## src/rtl/par_ser_pkg.sv

```systemverilog
// -----------------------------------------------------------------------------
// par_ser_pkg
// Shared serial-PHY definitions used by the transmitter (par_ser) and the
// matching receiver: default comma/idle byte, default preamble length, default
// input buffer depth and the link state encoding.
// -----------------------------------------------------------------------------
package par_ser_pkg;

  // Comma byte: sent while idle and repeated during the sync preamble.
  localparam logic [7:0]  PHY_IDLE_BYTE  = 8'hBC;
  // Number of complete comma bytes sent before data is accepted.
  localparam int unsigned PHY_BC_SYNC    = 4;
  // Default number of entries in the transmit input buffer.
  localparam int unsigned PHY_FIFO_DEPTH = 2;

  // Link state shared by both ends of the link.
  typedef enum logic {
    PHY_SYNC   = 1'b0,
    PHY_ACTIVE = 1'b1
  } phy_state_e;

  // Bits needed to hold values 0..max_val (at least one bit).
  function automatic int unsigned cnt_width(input int unsigned max_val);
    return (max_val < 2) ? 1 : $clog2(max_val + 1);
  endfunction

endpackage

```

## src/rtl/par_ser_if.sv

```systemverilog
// -----------------------------------------------------------------------------
// par_ser_if
// Byte-in / bit-out bundle of the parallel-to-serial transmitter.
//   data_in    [7:0] parallel byte from upstream
//   valid_in         data_in valid this cycle
//   ready_out        transmitter accepts data_in this cycle
//   data_out         serial bit stream, MSB first
//   byte_start       data_out carries bit 7 of a byte
//   active           sync preamble complete, data transfer enabled
// master: upstream / test side.  slave: the transmitter.
// -----------------------------------------------------------------------------
interface par_ser_if;

  logic [7:0] data_in;
  logic       valid_in;
  logic       ready_out;
  logic       data_out;
  logic       byte_start;
  logic       active;

  modport master (
    output data_in,
    output valid_in,
    input  ready_out,
    input  data_out,
    input  byte_start,
    input  active
  );

  modport slave (
    input  data_in,
    input  valid_in,
    output ready_out,
    output data_out,
    output byte_start,
    output active
  );

endinterface

```

## src/rtl/par_ser_byte_fifo.sv

```systemverilog
// -----------------------------------------------------------------------------
// byte_fifo
// Small synchronous byte FIFO holding bytes waiting for serialisation.
//   clk_32f          bit clock
//   reset            asynchronous active-low reset, empties the FIFO
//   i_push / i_data  write a byte (ignored when full)
//   i_pop            drop the head byte (ignored when empty)
//   o_data           current head byte, valid while not empty
//   o_full / o_empty occupancy flags
// DEPTH must be a power of two (pointers wrap naturally), minimum 2.
// -----------------------------------------------------------------------------
module byte_fifo #(
  parameter int unsigned DEPTH = 2
) (
  input  logic       clk_32f,
  input  logic       reset,
  input  logic       i_push,
  input  logic [7:0] i_data,
  input  logic       i_pop,
  output logic [7:0] o_data,
  output logic       o_full,
  output logic       o_empty
);

  localparam int unsigned AW = (DEPTH < 2) ? 1 : $clog2(DEPTH);

  logic [7:0]    r_mem [DEPTH];
  logic [AW-1:0] r_wr_ptr;
  logic [AW-1:0] r_rd_ptr;
  logic [AW:0]   r_count;
  logic          w_push;
  logic          w_pop;

  assign w_push = i_push && !o_full;
  assign w_pop  = i_pop  && !o_empty;

  // Storage needs no reset: the pointers define which entries are live.
  always_ff @(posedge clk_32f) begin
    if (w_push) begin
      r_mem[r_wr_ptr] <= i_data;
    end
  end

  always_ff @(posedge clk_32f or negedge reset) begin
    if (!reset) begin
      r_wr_ptr <= '0;
      r_rd_ptr <= '0;
      r_count  <= '0;
    end else begin
      if (w_push) begin
        r_wr_ptr <= r_wr_ptr + AW'(1);
      end
      if (w_pop) begin
        r_rd_ptr <= r_rd_ptr + AW'(1);
      end
      // Simultaneous push and pop leaves the count unchanged.
      case ({w_push, w_pop})
        2'b10:   r_count <= r_count + (AW+1)'(1);
        2'b01:   r_count <= r_count - (AW+1)'(1);
        default: r_count <= r_count;
      endcase
    end
  end

  // Head is read combinationally so the serialiser can load it on the same
  // edge it decides to pop; the buffer is only a few entries deep.
  assign o_data  = r_mem[r_rd_ptr];
  assign o_full  = (r_count == (AW+1)'(DEPTH));
  assign o_empty = (r_count == '0);

endmodule

```

## src/rtl/par_ser.sv

```systemverilog
// -----------------------------------------------------------------------------
// par_ser
// Parallel-to-serial transmitter. After reset it sends BC_SYNC comma bytes,
// then serialises bytes from a small input FIFO MSB first, one bit per clock,
// inserting IDLE_BYTE whenever the FIFO is empty at a byte boundary.
//   clk_32f  bit clock (only clock)
//   reset    asynchronous active-low reset
//   bus      par_ser_if.slave: data_in, valid_in, ready_out, data_out,
//            byte_start, active
// -----------------------------------------------------------------------------
module par_ser
  import par_ser_pkg::*;
#(
  parameter int unsigned BC_SYNC    = PHY_BC_SYNC,
  parameter logic [7:0]  IDLE_BYTE  = PHY_IDLE_BYTE,
  parameter int unsigned FIFO_DEPTH = PHY_FIFO_DEPTH
) (
  input  logic     clk_32f,
  input  logic     reset,
  par_ser_if.slave bus
);

  localparam int unsigned   CW      = cnt_width(BC_SYNC);
  localparam logic [CW-1:0] BC_LAST = CW'(BC_SYNC - 1);
  localparam logic [CW-1:0] BC_MAX  = CW'(BC_SYNC);

  phy_state_e    r_state;
  phy_state_e    w_state_next;
  logic [2:0]    r_bit_idx;
  logic [7:0]    r_cur_byte;
  logic [CW-1:0] r_bc_cnt;
  logic          r_data_out;
  logic          r_byte_start;

  logic          w_byte_end;
  logic          w_sync_done;
  logic          w_ready;
  logic          w_push;
  logic          w_pop;
  logic [7:0]    w_next_byte;
  logic [7:0]    w_fifo_head;
  logic          w_fifo_full;
  logic          w_fifo_empty;

  // Edge on which the last bit of the current byte goes out.
  assign w_byte_end  = (r_bit_idx == 3'd0);
  assign w_sync_done = w_byte_end && (r_bc_cnt == BC_LAST);

  // --- FSM: state register ----------------------------------------------------
  always_ff @(posedge clk_32f or negedge reset) begin
    if (!reset) begin
      r_state <= PHY_SYNC;
    end else begin
      r_state <= w_state_next;
    end
  end

  // --- FSM: next state (ACTIVE is left only through reset) --------------------
  always_comb begin
    w_state_next = r_state;
    if ((r_state == PHY_SYNC) && w_sync_done) begin
      w_state_next = PHY_ACTIVE;
    end
  end

  // --- FSM: outputs ------------------------------------------------------------
  // The pop decision looks at pre-edge FIFO contents, so a byte pushed on a
  // byte-end edge into an empty FIFO waits for the following byte slot.
  always_comb begin
    w_ready     = 1'b0;
    w_pop       = 1'b0;
    w_next_byte = IDLE_BYTE;
    if (r_state == PHY_ACTIVE) begin
      w_ready = !w_fifo_full;
      w_pop   = w_byte_end && !w_fifo_empty;
      if (!w_fifo_empty) begin
        w_next_byte = w_fifo_head;
      end
    end
  end

  // ready_out depends on registered state only, never on valid_in.
  assign w_push = bus.valid_in && w_ready;

  // --- Serialiser -------------------------------------------------------------
  always_ff @(posedge clk_32f or negedge reset) begin
    if (!reset) begin
      r_bit_idx    <= 3'd7;
      r_cur_byte   <= IDLE_BYTE;
      r_data_out   <= 1'b0;
      r_byte_start <= 1'b0;
    end else begin
      r_data_out   <= r_cur_byte[r_bit_idx];
      r_byte_start <= (r_bit_idx == 3'd7);
      r_bit_idx    <= r_bit_idx - 3'd1;
      if (w_byte_end) begin
        r_cur_byte <= w_next_byte;
      end
    end
  end

  // --- Preamble counter, saturating at BC_SYNC --------------------------------
  always_ff @(posedge clk_32f or negedge reset) begin
    if (!reset) begin
      r_bc_cnt <= '0;
    end else if (w_byte_end && (r_bc_cnt != BC_MAX)) begin
      r_bc_cnt <= r_bc_cnt + CW'(1);
    end
  end

  byte_fifo #(
    .DEPTH (FIFO_DEPTH)
  ) u_fifo (
    .clk_32f (clk_32f),
    .reset   (reset),
    .i_push  (w_push),
    .i_data  (bus.data_in),
    .i_pop   (w_pop),
    .o_data  (w_fifo_head),
    .o_full  (w_fifo_full),
    .o_empty (w_fifo_empty)
  );

  assign bus.ready_out  = w_ready;
  assign bus.data_out   = r_data_out;
  assign bus.byte_start = r_byte_start;
  assign bus.active     = (r_state == PHY_ACTIVE);

endmodule

```

## src/flat_wrapper.sv

```systemverilog
// flat-port wrapper written by rule: the top's interface ports become plain ports
module par_ser_flat import par_ser_pkg::*;
#(
  parameter int unsigned BC_SYNC    = PHY_BC_SYNC,
  parameter logic [7:0]  IDLE_BYTE  = PHY_IDLE_BYTE,
  parameter int unsigned FIFO_DEPTH = PHY_FIFO_DEPTH
)
  (clk_32f, reset, bus_data_in, bus_valid_in, bus_ready_out, bus_data_out, bus_byte_start, bus_active);
  par_ser_if bus_i ();
  input  logic clk_32f;
  input  logic reset;
  input wire logic [$bits(bus_i.data_in)-1:0] bus_data_in;
  input wire logic [$bits(bus_i.valid_in)-1:0] bus_valid_in;
  output wire logic [$bits(bus_i.ready_out)-1:0] bus_ready_out;
  output wire logic [$bits(bus_i.data_out)-1:0] bus_data_out;
  output wire logic [$bits(bus_i.byte_start)-1:0] bus_byte_start;
  output wire logic [$bits(bus_i.active)-1:0] bus_active;
  assign bus_i.data_in = bus_data_in;
  assign bus_i.valid_in = bus_valid_in;
  assign bus_ready_out = bus_i.ready_out;
  assign bus_data_out = bus_i.data_out;
  assign bus_byte_start = bus_i.byte_start;
  assign bus_active = bus_i.active;
  par_ser #(.BC_SYNC(BC_SYNC), .IDLE_BYTE(IDLE_BYTE), .FIFO_DEPTH(FIFO_DEPTH)) u_core (.clk_32f(clk_32f), .reset(reset), .bus(bus_i));
endmodule
```

## config.mk

```make
export PLATFORM = sky130hd
export DESIGN_NAME = par_ser_flat
export DESIGN_NICKNAME = d
export VERILOG_FILES = /design/src/rtl/par_ser_pkg.sv /design/src/rtl/par_ser_if.sv /design/src/rtl/par_ser_byte_fifo.sv /design/src/rtl/par_ser.sv /design/src/flat_wrapper.sv
export SDC_FILE = /design/constraint.sdc
export NUM_CORES = 1
export LEC_CHECK = 0
export CAP_MARGIN = 25
export CORE_ASPECT_RATIO = 1.25
export CORE_MARGIN = 4
export CORE_UTILIZATION = 58
export CTS_BUF_LIST = sky130_fd_sc_hd__clkbuf_4 sky130_fd_sc_hd__clkbuf_8
export CTS_CLUSTER_DIAMETER = 120
export DETAILED_ROUTE_END_ITERATION = 8
export PLACE_DENSITY = 0.81
export SLEW_MARGIN = 10
export SYNTH_ARGS = -nofsm -noshare
export SYNTH_HDL_FRONTEND = slang
export SYNTH_SLANG_ARGS = --single-unit
```

## constraint.sdc

```tcl
create_clock -name clk_32f -period 2.86 [get_ports clk_32f]
set_clock_uncertainty 0.2 [all_clocks]
set_input_delay 0.286 -clock clk_32f [delete_from_list [all_inputs] [get_ports clk_32f]]
set_output_delay 0.286 -clock clk_32f [all_outputs]
set_load 0.01 [all_outputs]
```

==> Word-level counts from Yosys, hierarchy flattened <==
Memory sizes are Yosys's and may differ from the RTL's.
Index checks and enable logic that the tools add are counted.
{ "op_classes": {"n_bitwise": 1, "n_reduce_logical": 12, "n_eq_ne": 6, "add_sub_neg": 6, "muxes": 9, "order_cmp": 1} }
{ "op_table": {"columns": ["cell", "count"], "rows": [
  ["$mux 8", 2],
  ["$logic_and 1x1->1", 7],
  ["$mux 1", 5],
  ["$eq 2x2->1 const B", 2],
  ["$lt 3x4->1 const B", 1],
  ["$pmux 2 s2", 1],
  ["$add 3x1->3 const B", 1],
  ["$bmux 1 s3", 1],
  ["$eq 3x2->1 const B", 1],
  ["$eq 3x3->1 const B", 1],
  ["$logic_not 3->1", 1],
  ["$ne 3x3->1 const B", 1],
  ["$sub 3x1->3 const B", 1],
  ["$add 1x1->1 const B", 2],
  ["$add 2x1->2 const B", 1],
  ["$eq 2x1->1 const B", 1],
  ["$logic_not 1->1", 2],
  ["$logic_not 2->1", 1],
  ["$reduce_bool 2->1", 1],
  ["$sub 2x1->2 const B", 1],
  ["$not 1->1", 1]
]} }
{ "word_totals": {"out_inout_bits": 4, "wordCells": 45, "ramBits": 16, "reg_bits": 21, "input_bits": 11, "memories": 1} }
{ "memory_table": {"columns": ["name", "words", "width", "rd", "rd_clocked_by_memory_dff", "wr", "line_no", "text"], "rows": [
  ["u_core.u_fifo.r_mem", 2, 8, 1, 0, 1, "par_ser_byte_fifo.sv:27", "logic [7:0] r_mem [DEPTH];"]
]} }

==> Depth between registers and ports, before layout <==
Gate-level depths: netlist of the first run.
{ "logic_depth": {"ltp_word": 7, "depth_mapped": 10, "ltp_nobuf": 9} }

==> Modules after synthesis <==
From an unflattened synthesis of the first run, not the netlist that was laid out.
{ "unflattened": {"cells_unflattened": 98, "hier_area_um2": 1544.0} }
{ "by_module_without_submodules": {"columns": ["mod", "instances", "cells_each", "seq_area_each_um2", "area_each_um2"], "rows": [
  ["byte_fifo", 1, 43, 580.6, 774.5],
  ["par_ser", 1, 55, 435.4, 769.5]
]} }

==> Least setup slack after synthesis of the first run <==
No wires, ideal clock.
{ "synth_timing": {"path_kind": "register to register", "from": "register u_core.r_bit_idx[0]", "to": "register u_core.u_fifo.r_count[1]", "path_stages_with_launch": 10, "setup_time_ns": 0.080, "path_slack_ns": 0.744, "path_buffers": 1, "required_time_ns": 2.580, "arrival_ns": 1.836, "synth_period_minus_slack_ns": 2.116, "path_cell_list": "dfstp_2 > inv_1 > ha_1 > nor2b_1 > buf_2 > o211ai_2 > inv_1 > ha_1 > nor2_1 > xnor2_1"} }
{ "synth_between": {"elab_chain_cells": 6, "elab_cells_between_ends": 8, "cone_classes": "2 x eq/ne; 2 x mux; 4 x reduce/logical"} }
{ "synth_rtl": {"columns": ["item", "line_no", "text"], "rows": [
  ["start: declaration", "par_ser.sv:29", "logic [2:0] r_bit_idx;"],
  ["start signal: assignment", "par_ser.sv:95", "r_bit_idx <= r_bit_idx - 3'd1;"],
  ["$logic_not 3->1 *", "par_ser.sv:46", "assign w_byte_end = (r_bit_idx == 3'd0);"],
  ["$logic_and 1x1->1 *", "par_ser.sv:75", "w_pop = w_byte_end && !w_fifo_empty;"],
  ["$mux 1 *", "par_ser.sv:73", "if (r_state == PHY_ACTIVE) begin"],
  ["$logic_and 1x1->1 *", "par_ser_byte_fifo.sv:35", "assign w_pop = i_pop && !o_empty;"],
  ["named net u_core.u_fifo.w_pop", "par_ser_byte_fifo.sv:32", "logic w_pop;"],
  ["$eq 2x1->1 or $eq 2x2->1 (tied branches)", "par_ser_byte_fifo.sv:57", "case ({w_push, w_pop})"],
  ["$pmux 2 s2 or $reduce_bool 2->1 (tied branches)", null, null],
  ["end signal: assignment", "par_ser_byte_fifo.sv:58", "2'b10: r_count <= r_count + (AW+1)'(1);"],
  ["end signal: assignment", "par_ser_byte_fifo.sv:59", "2'b01: r_count <= r_count - (AW+1)'(1);"],
  ["end signal: assignment", "par_ser_byte_fifo.sv:60", "default: r_count <= r_count;"],
  ["end: declaration", "par_ser_byte_fifo.sv:30", "logic [AW:0] r_count;"]
]} }
Mark *: on every way through the listed nets, which the timed path passes. The rest lies on a longest branch.
A chain may end at the register's enable or synchronous reset.

==> Final worst setup path of the first run <==
Same ends and word-level chain as after synthesis.

==> run_results.csv, run 1 <==
group,metric,value,unit
outcome,status,"complete, no violations",
global_route,grt_pass1_wl,4.00,mm
finish,diodes,0,
route,dr_total_vias,834,
setup_path,crit_fanout,7,
route,routedWlPerCell,15.2,um
logic_synthesis,ys_ff_latch,37,
global_route,grt_usage,16.5,%
clocking,cts_made_buffers,5,
timing,min_period,2.45,ns
power_and_ir_drop,p_per_area,840,mW/mm2
timing,max_clock_freq,0.408,GHz
power_and_ir_drop,p_leak,0.751,nW
route,post_drt_via_cell_ratio,5.38,
die,rows,20,
timing,slew_headroom,40.6,%
logic_synthesis,synth_cell_types,24,
finish,final_common_cell,"edfxtp_1",
global_route,grt_pass1_vias,866,
logic_synthesis,yosys_warnings,0,
setup_path,cp_cell_sequence,"inv_1, ha_1, nor2b_1, o211ai_2, inv_1, ha_1, nor2_1, xnor2_1",
clocking,clk_pin_slew,0.11,ns
timing,rsz0062_at_grt,"no",
logic_synthesis,synth_enable_flop_cells,16,
hold_path,hp-class,"in -> async",
power_and_ir_drop,peakVddDrop,570,uV
finish,fin_area,0.00176,mm2
clocking,cts_setup_buffers,0,
clocking,cts_tree,"yes",
logic_synthesis,synth_top_area_share,31.8,%
logic_synthesis,ys_top_cells_by_area,"edfxtp_1 (32%), dfrtp_1 (22%), dfstp_2 (14%)",
global_route,grt_overflow,0,
timing,worst_slew_pin_slew,0.888,ns
route,remaining_drc_errors,0,
logic_synthesis,syn_area,0.00151,mm2
clocking,root_buffer,"clkbuf_4",
finish,area_delta_synth_final,16.5,%
setup_path,worst_setup_path_end_kind,"flip-flop",
placement,place_area,0.00168,mm2
setup_path,cp-start-kind,"flip-flop",
setup_path,worstPathRequired,2.93,ns
route,wl,2.36,mm
setup_path,cp_top_family,"simple AND/OR/NAND/NOR gates",
logic_synthesis,syn_nets,120,
setup_path,critPathMaxStageDelay,0.45,ns
route,drtIter0Drc,21,
clocking,clock_latency,0.35,ns
route,dr.pass1.iters,4,
placement,gp_congestion,0.826,
logic_synthesis,ys.flop_type,"edfxtp_1",
finish,final_cell_mix,"edfxtp_1 (16), clkdlybuf4s50_1 (14), dfrtp_1 (13)",
timing,layout_worst_path_cycle_share,85.6,%
timing,fin_setup_tns,0,ns
clocking,postCtsHoldBufs,0,
logic_synthesis,synth_largest_area_cell,"edfxtp_1",
global_route,grt_start_max_net_pins,22,
setup_path,crit_path_start,"u_core.r_bit_idx[0]",
finish,finalNetCount,139,
logic_synthesis,synth-seq-area-share,67.2,%
setup_path,worstSetupPathType,"reg -> reg",
die,start_util,61.1,%
setup_path,worstReg2RegStart,"u_core.r_bit_idx[0]",
die,io_pins,15,
die,die_w,53.7,um
logic_synthesis,synthCells,102,
timing,final-max-slew-violation-count,0,
clocking,h-tree-depth,2,
die,core-area,0.00248,mm2
clocking,cts.sinks,37,
finish,drive_above_1_share,14.8,%
die,die_y,65.1,um
clocking,cts_buffer_depth,2,
logic_synthesis,async_flop_share,56.8,%
timing,setup_viol,0,
timing,hold_viol,0,
route,route.antenna.remaining_nets,0,
placement,io_buffers,14,
placement,hpwl,1.68,mm
logic_synthesis,postSynthAreaPerCell,14.8,um2
flow_run,max_cap_viol_count,0,
clocking,cts_resized,0,
setup_path,cp.arrival,2.52,ns
setup_path,slowest_stage,"nor2b_1",
die,die_area,0.00349,mm2
global_route,antenna_found_initial,0,
setup_path,cp_num_buf_inv,2,
## cells by family (layout without fill, tap and decap cells)
kind of cell	count (synthesis)	after routing	share of synthesized area (%)
compound gates	15	15	5.96
mux	12	12	10.3
buf+inv	10	30	2.65
fa+ha+maj	7	7	5.79
flops	37	37	67.2
simple gates	14	14	4.14
xor+xnor	7	7	4.05
## metrics by stage
step | hold slack [ns] | setup WS [ns] | instances | util, % | total power, mW
finish | 0.227 | 0.411 | 155 | 71.2 | 1.48
global route | 0.285 | 0.236 | 155 | 71.2 | 1.57
CTS | 0.242 | 0.413 | 155 | 71.2 | 1.50
detailed placement | 0.279 | 0.464 | 147 | 68.0 | 1.14
global placement | 0.276 | 0.656 | 147 | 68.0 | 1.12
floorplan | -0.210 | 0.744 | 102 | - | 1.02
## worst paths after layout
| kind | endpoint | slack, ns | cells past startpoint |
|---|---|---|---|
| setup reg to reg | u_core.u_fifo.r_count[1] | 0.41 | 8 |
| hold reg to reg | u_core.r_cur_byte[6] | 0.31 | 2 |
| setup / recovery | u_core.u_fifo.r_count[1] | 0.41 | 8 |
| max in group asynchronous | u_core.u_fifo.r_count[1] | 1.68 | 1 |
| min in group clk_32f | u_core.r_cur_byte[6] | 0.31 | 2 |
| hold / removal | u_core.r_bc_cnt[2] | 0.23 | 1 |
## flip-flops by register name, indices dropped and copies added (netlist names)
| name | count |
|---|---|
| u_core.u_fifo.r_mem | 16 |
| u_core.bus.active | 1 |
| u_core.bus.byte_start | 1 |
| u_core.u_fifo.r_wr_ptr | 1 |
| u_core.u_fifo.r_count | 2 |
| u_core.u_fifo.r_rd_ptr | 1 |
| u_core.r_bc_cnt | 3 |
| u_core.bus.data_out | 1 |
| u_core.r_cur_byte | 8 |
| u_core.r_bit_idx | 3 |
## report_power, final
group / internal (mW) / switching, mW
logic: 0.162 / 0.135
clock network: 0.181 / 0.173
registers: 0.729 / 0.101
## area by class of cell
cell class                 count  area (um2)
sequential                    37        1020
multi-input combinational     55         457
clock buffer                   5        37.5
tap                           33        41.3
inverter                       8        30.0
fill                         165         714
timing repair buffer          14         140
clock inverter                 3        41.3
## synthesized netlist by cell type, types with 2 or more instances
| master | number |
|---|---|
| dfstp_2 | 8 |
| mux2i_1 | 8 |
| ha_1 | 7 |
| xnor2_1 | 6 |
| dfrtp_1 | 13 |
| o21ai_0 | 5 |
| inv_1 | 8 |
| mux4_1 | 2 |
| nor2_1 | 7 |
| mux2_2 | 2 |
| edfxtp_1 | 16 |
| a21oi_1 | 6 |
| nand2_1 | 3 |
## layer usage
metal	part of all wire, %	GRT usage (%)	vias up
met5	0	0	-
met4	2.4	9.27	0
met3	5.1	5.67	7
met1	38	18.7	412
li1	-	-	396
met2	54	26.5	19
(Power assumes the default switching activity.)
==> inputs of run 2 (changes only) <==
--- a/config.mk
+++ b/config.mk
@@ -5,6 +5,7 @@
 export SDC_FILE = /design/constraint.sdc
 export NUM_CORES = 1
 export LEC_CHECK = 0
+export ABC_CLOCK_PERIOD_IN_PS = 2860
 export CAP_MARGIN = 25
 export CORE_ASPECT_RATIO = 1.25
 export CORE_MARGIN = 4
==> results of run 2 <==
Final layout, timing and power as in run 1 (identical DEF).
==> inputs of run 3 (changes only) <==
--- a/config.mk
+++ b/config.mk
@@ -13,6 +13,7 @@
 export CTS_BUF_LIST = sky130_fd_sc_hd__clkbuf_4 sky130_fd_sc_hd__clkbuf_8
 export CTS_CLUSTER_DIAMETER = 120
 export DETAILED_ROUTE_END_ITERATION = 8
+export GPL_TIMING_DRIVEN = 0
 export PLACE_DENSITY = 0.81
 export SLEW_MARGIN = 10
 export SYNTH_ARGS = -nofsm -noshare
==> run 3 against run 2 <==
Against the previous run:
- sequential power is 4.2% lower
- first-iteration DRC count is 52% lower
- core utilization is 1.4 points higher
- clock power is 3% lower
- die area stayed put
- sequential share of layout area is 1.1 points lower
- highest routed layer unchanged
- global-route usage is 1.4 points lower
==> run_results.csv, run 3 (synthesized netlist as in run 1, its figures left out) <==
group,metric,value,unit
power_and_ir_drop,peakVddDrop,597,uV
finish,drive_above_1_share,16.7,%
placement,gp_congestion,0.708,
finish,largest_reg_flops,16,
timing,slew_headroom,57.3,%
power_and_ir_drop,p_comb_share,22.1,%
finish,top_register,"u_core.u_fifo.r_mem",
setup_path,cp.depth,10,
die,rows,20,
finish,finalNetCount,143,
placement,place_area,0.00169,mm2
finish,fillers,167,
global_route,grt_usage,15.2,%
timing,setup_slack,0.497,ns
finish,final_common_cell,"edfxtp_1",
route,route.antenna.remaining_nets,0,
timing,worst_slew_pin_slew,0.638,ns
timing,min_period,2.36,ns
die,io_pins,15,
setup_path,critPathMaxStageDelay,0.59,ns
route,routedWlPerCell,13.7,um
die,die_w,53.7,um
setup_path,worst_setup_path_end_kind,"flip-flop",
global_route,grt_start_max_net_pins,22,
power_and_ir_drop,p_sw,0.385,mW
setup_path,worstSetupPathType,"reg -> reg",
clocking,h-tree-depth,2,
global_route,grt_pass1_wl,3.64,mm
clocking,cts_setup_buffers,0,
setup_path,cp_num_buf_inv,3,
global_route,grt_pass1_vias,834,
timing,final-max-slew-violation-count,0,
timing,fin_setup_tns,0,ns
power_and_ir_drop,power.internal,1.08,mW
global_route,antenna_found_initial,0,
power_and_ir_drop,p_clk_share,23.5,%
placement,pre_cts_slack,0.530,ns
global_route,grt_overflow,0,
timing,rsz0062_at_grt,"no",
power_and_ir_drop,power,1.46,mW
clocking,cts.sinks,37,
power_and_ir_drop,p_per_area,814,mW/mm2
clocking,cts_tree,"yes",
clocking,clk_pin_slew,0.11,ns
finish,diodes,0,
clocking,cts_made_buffers,5,
timing,max_clock_freq,0.423,GHz
timing,hold_viol,0,
route,dr_total_vias,825,
die,die_area,0.00349,mm2
route,wl,2.18,mm
clocking,clock_latency,0.34,ns
setup_path,rr_worst_depth,10,
finish,final_cell_mix,"edfxtp_1 (16), clkdlybuf4s50_1 (14), dfrtp_1 (13)",
placement,io_buffers,14,
finish,area_delta_synth_final,18.9,%
setup_path,cp-start-kind,"flip-flop",
setup_path,slowest_stage,"dfstp_2",
clocking,cts_buffer_depth,2,
outcome,status,"complete, no violations",
route,remaining_drc_errors,0,
route,drtIter0Drc,10,
route,post_drt_via_cell_ratio,5.19,
timing,holdWs,0.301,ns
finish,regArea,0.00102,mm2
flow_run,max_cap_viol_count,0,
die,core-area,0.00248,mm2
power_and_ir_drop,pwr-share-seq,54.4,%
die,die_y,65.1,um
placement,hpwl,1.62,mm
hold_path,min_path_cells,1,
setup_path,cp_top_family,"flip-flops",
setup_path,worstPathRequired,2.93,ns
route,dr.pass1.iters,4,
setup_path,crit_fanout,7,
clocking,root_buffer,"clkbuf_4",
power_and_ir_drop,p_sw_share,26.3,%
finish,reg_top3,"u_core.u_fifo.r_mem x16, u_core.r_cur_byte x8",
timing,layout_worst_path_cycle_share,82.6,%
setup_path,cp_cell_sequence,"inv_1, ha_1, nor2b_1, buf_2, o211ai_2, inv_1, ha_1, xnor2_1, nor2_1, xnor2_1",
setup_path,cp.arrival,2.44,ns
finish,multi_input_area,457,um2
die,start_util,61.1,%
timing,setup_viol,0,
hold_path,hp-class,"reg -> reg",
power_and_ir_drop,p_leak,0.772,nW
finish,fin_area,0.00180,mm2
setup_path,rrSetupSlack,0.50,ns
==> run 3: cell count changes in the layout (fill, tap and decap cells not counted) <==
| cell | change |
|---|---|
| clkbuf_2 | +1 |
| buf_2 | +1 |
| dlygate4sd3_1 | +1 |
| buf_8 | +1 |
==> run 3: repair_timing <==
item | CTS | global route
resized for setup | 0 | 0
hold endpoints to repair | 0 | 2
hold buffers | 0 | 1
==> run 3: cell type report <==
class	instances	share of cell area (%)
flip-flops and latches	37	56.5
inverters	8	1.67
repair buffers	16	9.19
well taps	33	2.30
clock inverters	3	2.30
plain buffers	2	0.557
multi-input cells	55	25.4
clock buffers	5	2.09
==> run 3: path summary, 6_finish.rpt <==
| path | startpoint | endpoint |
|---|---|---|
| max in group asynchronous | reset | u_core.r_cur_byte[5] |
| min in group asynchronous | reset | u_core.r_bc_cnt[0] |
| worst min register to register | u_core.u_fifo.r_wr_ptr | u_core.u_fifo.r_wr_ptr |
| worst max register to register | u_core.r_bit_idx[0] | u_core.u_fifo.r_count[1] |
| worst min-delay path | u_core.u_fifo.r_wr_ptr | u_core.u_fifo.r_wr_ptr |
| worst max-delay path | u_core.r_bit_idx[0] | u_core.u_fifo.r_count[1] |
==> run 3: power by group through the flow <==
stage / clock (mW) / sequential [mW] / combinational [mW]
floorplan: 0 / 0.789 / 0.233
global placement: 0 / 0.798 / 0.308
detailed placement: 0 / 0.807 / 0.322
CTS: 0.355 / 0.798 / 0.326
global route: 0.388 / 0.809 / 0.357
finish: 0.344 / 0.795 / 0.324
==> run 3: per-stage QoR <==
step / utilization [%] / std cells
6_report: 72.6 / 159
2_1_floorplan: - / 102
3_5_place_dp: 68.4 / 149
3_3_place_gp: 68.4 / 149
4_1_cts: 71.6 / 157
5_1_grt: 72.6 / 159
==> run 3: metal layers <==
metal	share of wire [%]	vias to the layer above	track usage, %
met1	39	393	16.9
met4	2.6	0	9.58
met2	54	17	24.4
met3	4.3	8	4.76
li1	-	407	-
met5	0	-	0
